### config.mk
export PLATFORM = sky130hd
export DESIGN_NAME = nn_frame_scheduler
export DESIGN_NICKNAME = d
export VERILOG_FILES = /design/src/rtl/nn_ctrl_pkg.sv /design/src/rtl/raster_counter.sv /design/src/rtl/nn_frame_scheduler.sv
export SDC_FILE = /design/constraint.sdc
export NUM_CORES = 1
export LEC_CHECK = 0
export ABC_AREA = 1
export CORE_MARGIN = 3
export CORE_UTILIZATION = 45
export DETAILED_ROUTE_END_ITERATION = 7
export PLACE_DENSITY = 0.72
export SLEW_MARGIN = 30
export SYNTH_ARGS = -nofsm -noshare
export SYNTH_HDL_FRONTEND = slang
export SYNTH_SLANG_ARGS = --single-unit
### constraint.sdc
create_clock -name clk -period 2 [get_ports clk]
set_input_delay 0.5 -clock clk [delete_from_list [all_inputs] [get_ports clk]]
set_output_delay 0.5 -clock clk [all_outputs]
set_load 0.01 [all_outputs]
### src/rtl/nn_ctrl_pkg.sv
// nn_ctrl_pkg: shared types for the frame scheduler
// and the raster counter.
package nn_ctrl_pkg;

  typedef enum logic [2:0] {
    IDLE,
    PRIME,
    STREAM,
    HBLANK,
    TAIL,
    WAIT_RESULT,
    DONE
  } state_t;

  localparam int IMG_W_DEF = 28;
  localparam int IMG_H_DEF = 28;
  localparam int NPIX      = IMG_W_DEF * IMG_H_DEF;
  localparam int RES_W     = 4;

  typedef logic [RES_W-1:0] result_t;

  // bits needed to count 0..limit-1, never zero
  function automatic int cnt_bits(input int limit);
    return (limit < 2) ? 1 : $clog2(limit);
  endfunction

endpackage

### src/rtl/raster_counter.sv
// raster_counter: column/line walker with a linear
// address that tracks line*W+col.
module raster_counter
  import nn_ctrl_pkg::*;
#(
  parameter int W  = IMG_W_DEF,
  parameter int H  = IMG_H_DEF,
  parameter int AW = 10
) (
  input  logic          clk,
  input  logic          rst_n,
  input  logic          clr,
  input  logic          adv,
  output logic [AW-1:0] addr,
  output logic          last_col,
  output logic          last_pix
);

  localparam int CB = cnt_bits(W);
  localparam int LB = cnt_bits(H);

  logic [CB-1:0] col;
  logic [LB-1:0] line;
  logic          last_line;

  assign last_col  = (col == CB'(W - 1));
  assign last_line = (line == LB'(H - 1));
  assign last_pix  = last_col && last_line;

  // step one pixel per adv, wrapping to origin after the last
  always_ff @(posedge clk or negedge rst_n) begin
    if (!rst_n) begin
      col  <= '0;
      line <= '0;
      addr <= '0;
    end else if (clr) begin
      col  <= '0;
      line <= '0;
      addr <= '0;
    end else if (adv) begin
      if (last_pix) begin
        col  <= '0;
        line <= '0;
        addr <= '0;
      end else if (last_col) begin
        col  <= '0;
        line <= line + 1'b1;
        addr <= addr + 1'b1;
      end else begin
        col  <= col + 1'b1;
        addr <= addr + 1'b1;
      end
    end
  end

endmodule

### src/rtl/nn_frame_scheduler.sv
// nn_frame_scheduler: streams one image into the
// network with sync framing, then captures its class.
module nn_frame_scheduler
  import nn_ctrl_pkg::*;
#(
  parameter int IMG_W      = IMG_W_DEF,
  parameter int IMG_H      = IMG_H_DEF,
  parameter int DATA_WIDTH = 16,
  parameter int ADDR_WIDTH = 10,
  parameter int H_BLANK    = 0,
  parameter int V_TAIL     = 3,
  parameter int RES_WIDTH  = RES_W,
  parameter int TIMEOUT    = 4096
) (
  input  logic                  clk,
  input  logic                  rst_n,
  input  logic                  start,
  output logic                  busy,
  output logic                  done,
  output logic                  timeout_err,
  output logic [ADDR_WIDTH-1:0] mem_addr,
  output logic                  mem_rd,
  input  logic [DATA_WIDTH-1:0] mem_rdata,
  output logic [DATA_WIDTH-1:0] pix,
  output logic                  hsync,
  output logic                  vsync,
  input  logic                  net_done,
  input  logic [RES_WIDTH-1:0]  net_result,
  output logic [RES_WIDTH-1:0]  result,
  output logic                  result_valid
);

  localparam int M1 =
    (TIMEOUT > V_TAIL) ? TIMEOUT : V_TAIL;
  localparam int AUX_MAX =
    (M1 > H_BLANK) ? M1 : H_BLANK;
  localparam int CW = cnt_bits(AUX_MAX);

  state_t state, state_nx;

  logic [CW-1:0] cnt, cnt_nx;

  logic rd, adv, clr, accept;
  logic hit, expire, framing;
  logic last_col, last_pix;

  logic [ADDR_WIDTH-1:0] addr;
  logic [DATA_WIDTH-1:0] pix_hold;

  raster_counter #(
    .W  (IMG_W),
    .H  (IMG_H),
    .AW (ADDR_WIDTH)
  ) u_raster (
    .clk      (clk),
    .rst_n    (rst_n),
    .clr      (clr),
    .adv      (adv),
    .addr     (addr),
    .last_col (last_col),
    .last_pix (last_pix)
  );

  // next state, read strobes and phase counter
  always_comb begin
    state_nx = state;
    rd       = 1'b0;
    adv      = 1'b0;
    clr      = 1'b0;
    accept   = 1'b0;
    hit      = 1'b0;
    expire   = 1'b0;
    unique case (state)
      IDLE: begin
        if (start) begin
          accept   = 1'b1;
          clr      = 1'b1;
          state_nx = PRIME;
        end
      end
      PRIME, STREAM: begin
        rd  = 1'b1;
        adv = 1'b1;
        if (last_pix)
          state_nx = TAIL;
        else if (last_col && H_BLANK > 0)
          state_nx = HBLANK;
        else
          state_nx = STREAM;
      end
      HBLANK: begin
        if (cnt == CW'(H_BLANK - 1))
          state_nx = STREAM;
      end
      TAIL: begin
        if (cnt == CW'(V_TAIL - 1))
          state_nx = WAIT_RESULT;
      end
      WAIT_RESULT: begin
        if (net_done) begin
          hit      = 1'b1;
          state_nx = DONE;
        end else if (cnt == CW'(TIMEOUT - 1)) begin
          expire   = 1'b1;
          state_nx = DONE;
        end
      end
      DONE: begin
        state_nx = IDLE;
      end
      default: begin
        state_nx = IDLE;
      end
    endcase

    cnt_nx = '0;
    if (state_nx == state &&
        (state == HBLANK || state == TAIL ||
         state == WAIT_RESULT))
      cnt_nx = cnt + 1'b1;

    framing = accept || state == PRIME ||
              state == STREAM || state == HBLANK;
  end

  // state and phase counter registers
  always_ff @(posedge clk or negedge rst_n) begin
    if (!rst_n) begin
      state <= IDLE;
      cnt   <= '0;
    end else begin
      state <= state_nx;
      cnt   <= cnt_nx;
    end
  end

  // framing follows the read by one cycle, like the data
  always_ff @(posedge clk or negedge rst_n) begin
    if (!rst_n) begin
      hsync    <= 1'b0;
      vsync    <= 1'b0;
      pix_hold <= '0;
    end else begin
      hsync <= rd;
      vsync <= framing;
      if (hsync)
        pix_hold <= mem_rdata;
    end
  end

  // classification capture; cleared when a new frame starts
  always_ff @(posedge clk or negedge rst_n) begin
    if (!rst_n) begin
      result       <= '0;
      result_valid <= 1'b0;
      timeout_err  <= 1'b0;
    end else if (accept) begin
      result_valid <= 1'b0;
      timeout_err  <= 1'b0;
    end else if (hit) begin
      result       <= net_result;
      result_valid <= 1'b1;
    end else if (expire) begin
      timeout_err <= 1'b1;
    end
  end

  // read data arrives on the edge that raises hsync, so it
  // goes straight out while live and is held otherwise
  assign pix      = hsync ? mem_rdata : pix_hold;
  assign mem_rd   = rd;
  assign mem_addr = addr;
  assign busy     = state != IDLE && state != DONE;
  assign done     = state == DONE;

endmodule

==> metrics.txt <==
grt ovf=0; max-slew violations=0; Pwr Density=660 nW/um2; crit path max fanout=8; final hold vios=0; drt drc=0; FF-to-FF Start=cnt[0]; Setup Viol. Count Final=0; DRT Wirelength=5980 um; clk_lat worst skew=0.34 ns; maximum clock path buffer count=2; placed insts=432; crit path capture type=primary output; vias per cell=4.93; Leakage=1.86 nW; Area Overhead vs Synth=36.1%; Avg Cell Area, Syn=9.64 um2; HPWL after detailed placement=4310 um; most common cell after layout, fill and taps aside=dfrtp_1; Min Clock Period, post-route=1.96 ns; commonest non-fill, non-tap cells in the layout=dfrtp_1, nand2_1, clkdlybuf4s50_1; CTS tree=yes; slowest stage delay, CP=0.43 ns; global routing met1 resource utilization=22.5%; Post-Syn Area=2800 um2; max_slew headroom=64.3%; total power=2.51 mW; initial drt markers=89; cell at the slowest stage of the critical path=dfrtp_2; Syn. warnings=0; initial antenna violation count=0; critical path arrival=1.46 ns; post-route antenna net violation count=0; Core ar.=5960 um2; layout cell share with drive strength beyond 1=26.9%; Die Ht=84.8 um; via count=2225; vias in the first global route=2266; routability cong.=0.868; # hold bufs at CTS=0; Worst-path clk slew=0.07 ns; Crit Path Category=flop to primary output; worst min-delay path category=primary input to asynchronous set/reset pin; Max-Cap Viols=0; total I/O pin count=61; Peak VDD IR=0.410 mV; syn nets=319; Async SR Flop Fraction=100%; GR Layer Usage met2=29.5%; GR peak layer=met2; largest net degree at the start of global routing=24; H-tree levels=3; Critical Path, Cell by Cell=buf_12, buf_16, mux2_2, buf_2; GRT Total Usage=18.3%; Num CTS Buffers=9; drt first pass iters=6; status=complete, no violations; RSZ-0062 raised after global routing=true; WP data required=1.50 ns; met3 usage=4.85%; Initial Utilization=47.0%; Synth Flop Type=dfrtp_1; Crit. Startpoint=hsync; layout net count=400; Worst Tran Pin Value=0.535 ns; period utilization=97.9%; die width=84.8 um; Final Util=63.9%; wire length per cell=13.3 um; Setup Skew=0.00838 ns; Sink Count=59; Yosys cell types=32; CTS Root Cell=clkbuf_8; Post-synth EDFFs=0; sequential area share after synthesis=52.8%; Port Buffer Count=60; Max Clk Rate=511 MHz; synthesized netlist cell count=290; startpoint class of the critical path=flop; Site Rows=28; die area=7200 um2; Non-Filler Instances=451; Seq cells post-synth=59; first-pass GRT wire length=10300 um; # diodes=0
[layout make-up]
cell class              instances  area, um2
fillers                       496       2150
flip-flops and latches         59       1480
multi-input cells             197       1190
repair buffers                 75        703
clock buffers                  12        155
inverters                      29        109
well taps                      75       93.8
clock inverters                 4       72.6
[layer usage]
| layer | vias up | wire, um | part of all wire (%) |
|---|---|---|---|
| li1 | 1106 | - | - |
| met3 | 12 | 311 | 5.2 |
| met5 | - | 0 | 0 |
| met2 | 52 | 2860 | 48 |
| met1 | 1055 | 2670 | 45 |
| met4 | 0 | 142 | 2.4 |
[logic make-up after synthesis]
family | Yosys count | synth area share (%)
AOI/OAI and AO/OA | 29 | 6.31
xor gates and xnor gates | 16 | 5.01
adders and majority gates | 5 | 2.24
buffers and inverters | 34 | 5.28
DFF | 59 | 52.8
muxes | 20 | 8.05
and+or+nand+nor | 127 | 20.3
[registers in the layout, indices dropped and copies added, names as in the netlist]
register	cells
timeout_err	1
pix_hold	16
result	4
result_valid	1
cnt	12
state	3
u_raster.addr	10
vsync	1
u_raster.col	5
u_raster.line	5
hsync	1
[critical path: cells and delay by family, from the launching register on]
kind	cells	cell delay [ns]
buffers and inverters	3	0.40
flip-flops	1	0.43
multiplexers	1	0.28
[worst paths after layout]
check | depth (start not counted) | slack (ns) | to
min in group clk | 2 | 0.48 | result_valid
worst min register to register | 2 | 0.48 | result_valid
max in group asynchronous | 2 | 1.23 | hsync
worst max register to register | 11 | 0.23 | cnt[11]
worst min-delay path | 1 | 0.14 | pix_hold[13]
worst max-delay path | 4 | 0.04 | pix[0]
[stage by stage]
| step | setup TNS (ns) | hold slack, ns | worst slack, ns | instance area (um2) |
|---|---|---|---|---|
| 6_report | 0 | 0.139 | 0.0429 | 3800 |
| 5_1_grt | -0.00256 | 0.162 | -0.00256 | 3800 |
| 4_1_cts | 0 | 0.142 | 0.0188 | 3780 |
| 3_5_place_dp | -2.52 | 0.464 | -0.174 | 3560 |
| 3_3_place_gp | -2.35 | 0.460 | -0.169 | 3560 |
| 2_1_floorplan | 0 | 0.204 | 0.231 | 2800 |
[power by group]
part | internal, mW | switching (mW)
Combinational | 0.0435 | 0.0305
Clock | 0.768 | 0.476
Sequential | 1.19 | 0
Total | 2.00 | 0.506
[synthesized netlist by cell type (2+ instances only)]
library cell	n	area, um2
dfrtp_1	59	1480
nand2_1	55	206
nor2_1	27	101
inv_1	20	75.1
mux2_2	20	225
nand3_1	17	85.1
nor2_2	10	62.6
xor2_1	10	87.6
inv_2	9	33.8
nor3_1	7	35.0
o21ai_0	7	35.0
o21ai_1	7	35.0
xnor2_1	6	52.6
ha_1	5	62.6
nand2_2	5	31.3
a21oi_1	4	20.0
o22ai_1	4	25.0
a21oi_2	2	17.5
buf_6	2	22.5
nand4_1	2	12.5
[repair_timing]
action	in CTS	in global routing
buffers inserted	3	0
gates cloned	1	0
setup endpoints to repair	19	10
gates resized for setup	73	11
Power figures use the tool's default switching activity.
